===== config.mk =====
export PLATFORM = sky130hd
export DESIGN_NAME = sram_arbiter
export DESIGN_NICKNAME = d
export VERILOG_FILES = /design/src/rtl/sram_arb_pkg.sv /design/src/rtl/sram_arbiter.sv
export SDC_FILE = /design/constraint.sdc
export NUM_CORES = 1
export LEC_CHECK = 0
export BUFFER_PORTS_ARGS = -buffer_cell sky130_fd_sc_hd__buf_2
export CORE_MARGIN = 2
export CORE_UTILIZATION = 40
export DETAILED_ROUTE_END_ITERATION = 10
export MAX_ROUTING_LAYER = met4
export PLACE_DENSITY = 0.8
export REMOVE_ABC_BUFFERS = 1
export SYNTH_ARGS = -nofsm -noshare
export SYNTH_HDL_FRONTEND = slang
export SYNTH_SLANG_ARGS = --single-unit

===== constraint.sdc =====
create_clock -name Clk -period 1.6 [get_ports Clk]
set_input_delay 0.16 -clock Clk [delete_from_list [all_inputs] [get_ports Clk]]
set_output_delay 0.16 -clock Clk [all_outputs]
set_load 0.03 [all_outputs]

===== src/rtl/sram_arb_pkg.sv =====
// sram_arb_pkg: shared types and widths for the SRAM arbiter
package sram_arb_pkg;
  localparam int SRAM_ADDR_W = 20;
  localparam int SRAM_DATA_W = 16;
  typedef enum logic [1:0] {IDLE, ACCESS, RECOVER} arb_state_t;
  typedef logic grant_t;
endpackage


===== src/rtl/sram_arbiter.sv =====
// sram_arbiter: round-robin two-master controller for a shared asynchronous 16-bit SRAM
module sram_arbiter
  import sram_arb_pkg::*;
#(
  parameter int ACCESS_CYCLES = 2,
  parameter int ADDR_W = SRAM_ADDR_W,
  parameter int DATA_W = SRAM_DATA_W
) (
  input  logic              Clk,
  input  logic              Reset,
  input  logic              R0_Req,
  input  logic              R0_Wr,
  input  logic [1:0]        R0_BE,
  input  logic [ADDR_W-1:0] R0_Addr,
  input  logic [DATA_W-1:0] R0_Wdata,
  output logic              R0_Ack,
  output logic [DATA_W-1:0] R0_Rdata,
  input  logic              R1_Req,
  input  logic              R1_Wr,
  input  logic [1:0]        R1_BE,
  input  logic [ADDR_W-1:0] R1_Addr,
  input  logic [DATA_W-1:0] R1_Wdata,
  output logic              R1_Ack,
  output logic [DATA_W-1:0] R1_Rdata,
  output logic              CE,
  output logic              OE,
  output logic              WE,
  output logic              UB,
  output logic              LB,
  output logic [ADDR_W-1:0] A,
  output logic [DATA_W-1:0] D_out,
  output logic              D_drive,
  input  logic [DATA_W-1:0] D_in
);
  localparam int CW = $clog2(ACCESS_CYCLES) + 1;
  arb_state_t state, state_next;
  logic [CW-1:0] cnt;
  grant_t gid, last_grant, win;
  logic wr, start, done, sel_wr;
  logic [1:0] sel_be;
  logic [ADDR_W-1:0] sel_addr;
  logic [DATA_W-1:0] sel_wdata;
  always_comb begin
    win = (R0_Req && R1_Req) ? ~last_grant : R1_Req;
    sel_wr = win ? R1_Wr : R0_Wr;
    sel_be = win ? R1_BE : R0_BE;
    sel_addr = win ? R1_Addr : R0_Addr;
    sel_wdata = win ? R1_Wdata : R0_Wdata;
    start = (state == IDLE) && (R0_Req || R1_Req);
    done = (state == ACCESS) && (cnt == '0);
    state_next = start ? ACCESS : done ? RECOVER : (state == RECOVER) ? IDLE : state;
  end
  always_ff @(posedge Clk) begin
    if (Reset) state <= IDLE;
    else state <= state_next;
  end
  // A and D_out double as the latched request; strobes only move on ACCESS entry/exit
  always_ff @(posedge Clk) begin
    if (Reset) begin
      cnt <= '0;
      gid <= 1'b0;
      last_grant <= 1'b1;
      wr <= 1'b0;
      {CE, OE, WE, UB, LB} <= 5'b11111;
      D_drive <= 1'b0;
      A <= '0;
      D_out <= '0;
      R0_Ack <= 1'b0;
      R1_Ack <= 1'b0;
      R0_Rdata <= '0;
      R1_Rdata <= '0;
    end else begin
      R0_Ack <= done && !gid;
      R1_Ack <= done && gid;
      if (start) begin
        gid <= win;
        last_grant <= win;
        wr <= sel_wr;
        cnt <= CW'(ACCESS_CYCLES - 1);
        {CE, OE, WE, UB, LB} <= {1'b0, sel_wr, ~sel_wr, ~sel_be[1], ~sel_be[0]};
        D_drive <= sel_wr;
        A <= sel_addr;
        if (sel_wr) D_out <= sel_wdata;
      end
      if (state == ACCESS && !done) cnt <= cnt - 1'b1;
      if (done) begin
        {CE, OE, WE, UB, LB} <= 5'b11111;
        D_drive <= 1'b0;
        if (!wr && !gid) R0_Rdata <= D_in;
        if (!wr && gid) R1_Rdata <= D_in;
      end
    end
  end
endmodule

==> results of run 1 <==
## worst min-delay path, cell delays in order
cell and delay [ps]:
buf_2 110, nand2_1 50, a21oi_1 50
## state kept, by name, indices dropped and copies added (netlist names)
signal and count:
UB 1, wr 1, R0_Rdata 16, OE 1
A 20, R1_Ack 1, D_out 16, D_drive 1
LB 1, state 2, cnt 2, R0_Ack 1
CE 1, R1_Rdata 16, WE 1, gid 1
last_grant 1
## power by group through the flow
stage,registers [mW],clock network [mW],logic [mW]
finish,2.37,1.34,1.34
global route,2.39,1.48,1.46
CTS,2.37,1.39,1.33
detailed placement,2.41,0,1.32
global placement,2.40,0,1.29
floorplan,2.76,0,0.477
## what timing repair did
action | CTS | global route
pin swaps | 0 | 2
endpoints found under the setup margin | 32 | 34
gates cloned | 0 | 1
resized for setup | 2 | 7
setup buffers | 0 | 1
hold endpoints to repair | 0 | 0
## how the worst min path moves through the flow
| stage | startpoint | endpoint | slack [ps] | depth (start not counted) |
|---|---|---|---|---|
| finish | D_in[6] | R0_Rdata[6] | 70 | 3 |
| global route | D_in[1] | R0_Rdata[1] | 50 | 3 |
| CTS | D_in[1] | R0_Rdata[1] | 50 | 3 |
| detailed placement | D_in[1] | R1_Rdata[1] | 420 | 3 |
| global placement | D_in[12] | R0_Rdata[12] | 420 | 3 |
| floorplan | Reset | R0_Rdata[0] | 230 | 1 |
## cells by family after synthesis
| group | share of synthesized area |
|---|---|
| buf+inv | 0.04659 |
| fa+ha+maj | 0.003787 |
| mux | 0.1186 |
| flops | 0.5030 |
| simple gates | 0.1716 |
| compound gates | 0.1564 |
## per-layer routing
layer,wire (µm),GRT usage
met2,3978,0.2973
met3,775,0.05666
met4,47,0.05072
met5,0,-
met1,3699,0.2300
## metrics by stage
step	total power, mW	setup slack [ps]
3_3_place_gp	3.698	-35.29
2_1_floorplan	3.232	-1397
4_1_cts	5.095	24.87
5_1_grt	5.334	-21.45
6_report	5.050	73.89
3_5_place_dp	3.740	-132.5
## placed cells by master, fill, tap and decap left out, types with 2 or more instances in the layout
cell      count
a211oi_1     36
clkinv_2      2
buf_4         6
nand3_1       3
a21oi_1      37
nor2_1       41
nor3b_1       3
mux2i_1      38
buf_12        4
dfxtp_1      82
buf_2       173
clkinv_4      2
clkbuf_8      9
inv_6         2
inv_2         2
o21ai_0       3
nand2_1      74
## layout make-up
cell class | count | area share
Clock buffer | 9 | 0.02736
Clock inverter | 7 | 0.01161
Inverter | 3 | 0.002487
Multi-Input combinational cell | 253 | 0.3355
Sequential cell | 83 | 0.3672
Tap cell | 105 | 0.02901
Timing Repair Buffer | 185 | 0.2269
==> results.py, run 1 <==
metrics = {
    "detailed_routing": {
        "finalWirelength_mm": 8.501,
        "ant_nets": 0,
        "wl_per_cell_um": 13.18,
        "viasPerCell": 4.857,
        "num_vias": 3133,
        "route.detailed.drc": 0,
        "dr.pass1.iters": 5,
        "drtIter0Drc": 67,
    },
    "pwr": {
        "p_comb_frac": 0.266,
        "p_sw_frac": 0.3395,
        "p_per_area_nw_per_um2": 1115,
        "p_int_mw": 3.335,
        "seqPwrFrac": 0.470,
        "clock_power_share": 0.265,
        "peakVddDrop_uv": 591.9,
        "leakage_nw": 2.093,
        "switchingPower_mw": 1.715,
    },
    "critical_path": {
        "crit_end": "R1_Rdata[4]",
        "r2r_end": "R1_Rdata[4]",
        "cp_slowest_cell": "dfxtp_1",
        "crit_chain": "inv_2 -> ha_4 -> nand3b_4 -> buf_6 -> nor3b_4 -> clkbuf_16 -> nand2_1 -> a21oi_2",
        "ff2ff_path_depth": 8,
        "crit_fanout": 8,
        "crit_type": "flop to flop",
        "timing.rr.start": "cnt[1]",
        "crit_arrival_ps": 1790,
        "path_delay_family": "simple AND/OR/NAND/NOR gates",
        "endpoint_kind": "flop",
        "path_buf_inv": 3,
        "cp.depth": 8,
        "startpoint_type": "flop",
        "startpoint": "cnt[1]",
        "slowest_delay_ps": 330,
        "required_ps": 1870,
        "r2r_slack_ps": 70,
    },
    "synthesis": {
        "synth_edf_count": 0,
        "synthesis.area_um2": 3303,
        "synth_cell_type_count": 32,
        "yosysTopAreaCellShare": 0.5030,
        "ys_seq_area_frac": 0.5030,
        "synth_common_cells": "83 x dfxtp_1, 74 x nand2_1, 41 x nor2_1",
        "synth_cells": 367,
        "yosysWarnings": 0,
        "ys_top_cells_by_area": "dfxtp_1 50%, mux2i_1 12%, nand2_1 8.4%",
        "synth_most_common_cell": "dfxtp_1",
        "synth_ff_type": "dfxtp_1",
        "yosys_register_bits": 83,
        "async_flop_share": 0,
        "syn_area_per_cell_um2": 9.000,
        "yosysTopAreaCell": "dfxtp_1",
    },
    "die": {
        "die_h_um": 94.88,
        "design.die.area_um2": 9001,
        "core_um2": 8093,
        "io_pins": 174,
        "die_width_um": 94.88,
        "start_util": 0.4082,
        "rows": 33,
    },
    "clock_network": {
        "clock-root-buffer": "clkbuf_8",
        "htreeDepth": 3,
        "numCtsBuffers": 9,
        "holdBufCountCts": 0,
        "cts.sinks": 83,
        "clkSlewWorstSetupHoldPaths_ps": 90,
        "clk_latency_ps": 340,
        "clk_path_buf_depth": 2,
        "cts_tree": "done",
    },
    "timing": {
        "report.final.slew_viol_count": 0,
        "relSlewSlack": 0.6959,
        "fin_crit_sh": 0.9538,
        "tightest_slew_ps": 456.1,
        "whs_ps": 67.85,
        "setup_viol": 0,
        "skew_ps": 10.14,
        "setup_tns_ps": 0,
        "finalHoldViolations": 0,
        "finalCriticalPeriod_ps": 1526,
        "clock.fmax_mhz": 655.3,
    },
    "global_routing": {
        "grt_pass1_vias": 2748,
        "grtUsageTotal": 0.1865,
        "grt_remaining_overflow": 0,
        "grt_pass1_wl_mm": 12.86,
        "grt_max_degree": 46,
        "grt_antenna_before_repair": 0,
    },
    "finish": {
        "multi_input_area_um2": 1519,
        "final_area_um2": 4528,
        "syn2layout_area_growth_pct": 37.08,
        "finalNetCount": 634,
        "diodes": 0,
        "fin_cells": 645,
        "fill_cells": 768,
        "drive_above_1_share": 0.3963,
        "utilization": 0.5595,
        "seq_area_um2": 1663,
    },
    "placement": {
        "hpwl_mm": 6.319,
        "dp.cells": 627,
        "place_area_um2": 4290,
        "io_buffers": 173,
        "finalWeightedCongestion": 0.7399,
    },
    "hold_path": {
        "worst_hold_path_type": "primary input to flop",
    },
    "run": {
        "cap_violations": 0,
    },
    "status": {
        "outcome": "finished, final reports clean",
    },
}
Note: power is estimated with default switching activity, not from simulation.
==> inputs of run 2 (changes only) <==
--- a/config.mk
+++ b/config.mk
@@ -7,10 +7,11 @@
 export LEC_CHECK = 0
 export BUFFER_PORTS_ARGS = -buffer_cell sky130_fd_sc_hd__buf_2
 export CORE_MARGIN = 2
-export CORE_UTILIZATION = 40
+export CORE_UTILIZATION = 42
+export CTS_BUF_LIST = sky130_fd_sc_hd__clkbuf_2
 export DETAILED_ROUTE_END_ITERATION = 10
 export MAX_ROUTING_LAYER = met4
-export PLACE_DENSITY = 0.8
+export PLACE_DENSITY = 0.83
 export REMOVE_ABC_BUFFERS = 1
 export SYNTH_ARGS = -nofsm -noshare
 export SYNTH_HDL_FRONTEND = slang
==> run 2 against run 1 <==
  * Power down 0.18%
  * Die area down 4.6%
  * Non-clock buffer count up 94
  * Routed wire length up 36%
  * Fmax down 4.6%
==> results.py, run 2 (synthesized netlist as in run 1, its figures left out) <==
metrics = {
    "status": {
        "outcome": "finished, final reports clean",
    },
    "global_routing": {
        "grt_max_degree": 46,
        "grt_pass1_wl_mm": 17.91,
        "grt_remaining_overflow": 0,
        "grt_pass1_vias": 3842,
        "grtUsageTotal": 0.2721,
        "grt_antenna_before_repair": 0,
    },
    "detailed_routing": {
        "wl_met1_mm": 4.404,
        "dr.pass1.iters": 4,
        "wl_met2_mm": 5.800,
        "viasPerCell": 5.068,
        "finalWirelength_mm": 11.52,
        "route.detailed.drc": 0,
        "drtIter0Drc": 106,
        "ant_nets": 0,
        "dr_wl_met3_um": 980,
        "wl_per_cell_um": 15.65,
        "top_layer_used": "met4",
        "num_vias": 3730,
    },
    "timing": {
        "report.final.slew_viol_count": 0,
        "finalCriticalPeriod_ps": 1599,
        "clock.fmax_mhz": 625.3,
        "fin_crit_sh": 0.9995,
        "tightest_slew_ps": 474.0,
        "rsz0062_at_grt": "true",
        "finalHoldViolations": 0,
        "setup_viol": 0,
        "skew_ps": 30.87,
        "relSlewSlack": 0.6840,
        "whs_ps": 176.0,
    },
    "finish": {
        "largest_reg_flops": 20,
        "fin_cells": 736,
        "final_area_um2": 5410,
        "fill_cells": 596,
        "layout_common_cells": "173 x buf_2, 93 x dlygate4sd3_1, 79 x dfxtp_1",
        "layout_commonest_cell": "buf_2",
        "finalNetCount": 728,
        "syn2layout_area_growth_pct": 63.79,
        "drive_above_1_share": 0.3470,
        "diodes": 0,
        "regMostFlops": "A",
    },
    "die": {
        "design.die.area_um2": 8591,
        "io_pins": 174,
        "core_um2": 7687,
        "rows": 32,
        "die_width_um": 92.69,
        "die_h_um": 92.69,
        "start_util": 0.4297,
    },
    "critical_path": {
        "endpoint_kind": "flop",
        "required_ps": 2060,
        "crit_arrival_ps": 2060,
        "crit_type": "flop to flop",
        "startpoint_type": "flop",
        "crit_fanout": 8,
    },
    "clock_network": {
        "cts_tree": "done",
        "clkSlewWorstSetupHoldPaths_ps": 230,
        "htreeDepth": 3,
        "cts.sinks": 83,
        "clock-root-buffer": "clkbuf_2",
        "clk_latency_ps": 510,
        "clk_path_buf_depth": 2,
        "numCtsBuffers": 9,
    },
    "placement": {
        "dp.cells": 625,
        "hpwl_mm": 6.470,
        "place_area_um2": 4282,
        "io_buffers": 173,
        "finalWeightedCongestion": 0.7500,
    },
    "run": {
        "cap_violations": 0,
    },
    "pwr": {
        "peakVddDrop_uv": 478.6,
        "p_total_mw": 5.041,
        "leakage_nw": 2.469,
        "p_per_area_nw_per_um2": 931.8,
    },
    "hold_path": {
        "worst_hold_path_type": "primary input to flop",
    },
}
==> run 2: cell count changes in the layout (fill, tap and decap cells not counted), sizes merged <==
cell and delta:
dlygate4sd3 +93, bufinv +1, buf +1, inv -1
==> run 2: path summary, 6_finish.rpt <==
path / end / startpoint / cells past startpoint / slack (ps)
worst max-delay path: R1_Rdata[3] / cnt[1] / 8 / 0.8
worst min-delay path: CE / R1_Req / 5 / 180
worst max register to register: R1_Rdata[3] / cnt[1] / 8 / 0.8
worst min register to register: R0_Rdata[11] / R0_Rdata[11] / 2 / 470
==> run 2: layout make-up <==
class	count	area (µm²)	share of cell area
Timing Repair Buffer	279	1957	0.3617
Sequential cell	83	1667	0.3080
Multi-Input combinational cell	253	1535	0.2838
Tap cell	102	127.6	0.02359
Clock inverter	7	67.56	0.01249
Clock buffer	9	45.04	0.008326
Inverter	3	11.26	0.002081
==> run 2: what timing repair did <==
action / in CTS / in global routing
pin swaps: 0 / 5
hold endpoints to repair: 75 / 0
buffers inserted: 0 / 1
setup endpoints to repair: 16 / 39
resized for setup: 1 / 17
cloned: 0 / 1
hold buffers: 93 / 0
==> run 2: worst max-delay path, cell delays in order, from the launching register on <==
cell       delay (ps)
dfxtp_2           370
inv_2              60
ha_4              150
nand3b_4          100
buf_6             140
nor3b_4           320
clkbuf_16         230
nand2_1            60
a21oi_1           130
==> run 2: where the power goes <==
part           leakage [nW]  internal (mW)  switching (mW)
Sequential            0.682           2.27           0.124
Combinational          1.72          0.640           0.930
Clock                0.0674          0.357           0.723
==> run 2: layer usage <==
layer / vias to the layer above / global-route usage
met5: - / -
met2: 192 / 0.4623
met1: 1723 / 0.3094
li1: 1780 / -
met3: 35 / 0.05533
met4: 0 / 0.1262
==> run 2: metrics by stage <==
stage / worst slack (ps) / utilization / TNS, ps
floorplan: -1397 / - / -48060
global placement: -37.83 / 0.5570 / -565.0
detailed placement: -115.0 / 0.5570 / -1654
CTS: 1.585 / 0.6930 / 0
global route: -67.33 / 0.7038 / -670.7
finish: 0.7738 / 0.7038 / 0
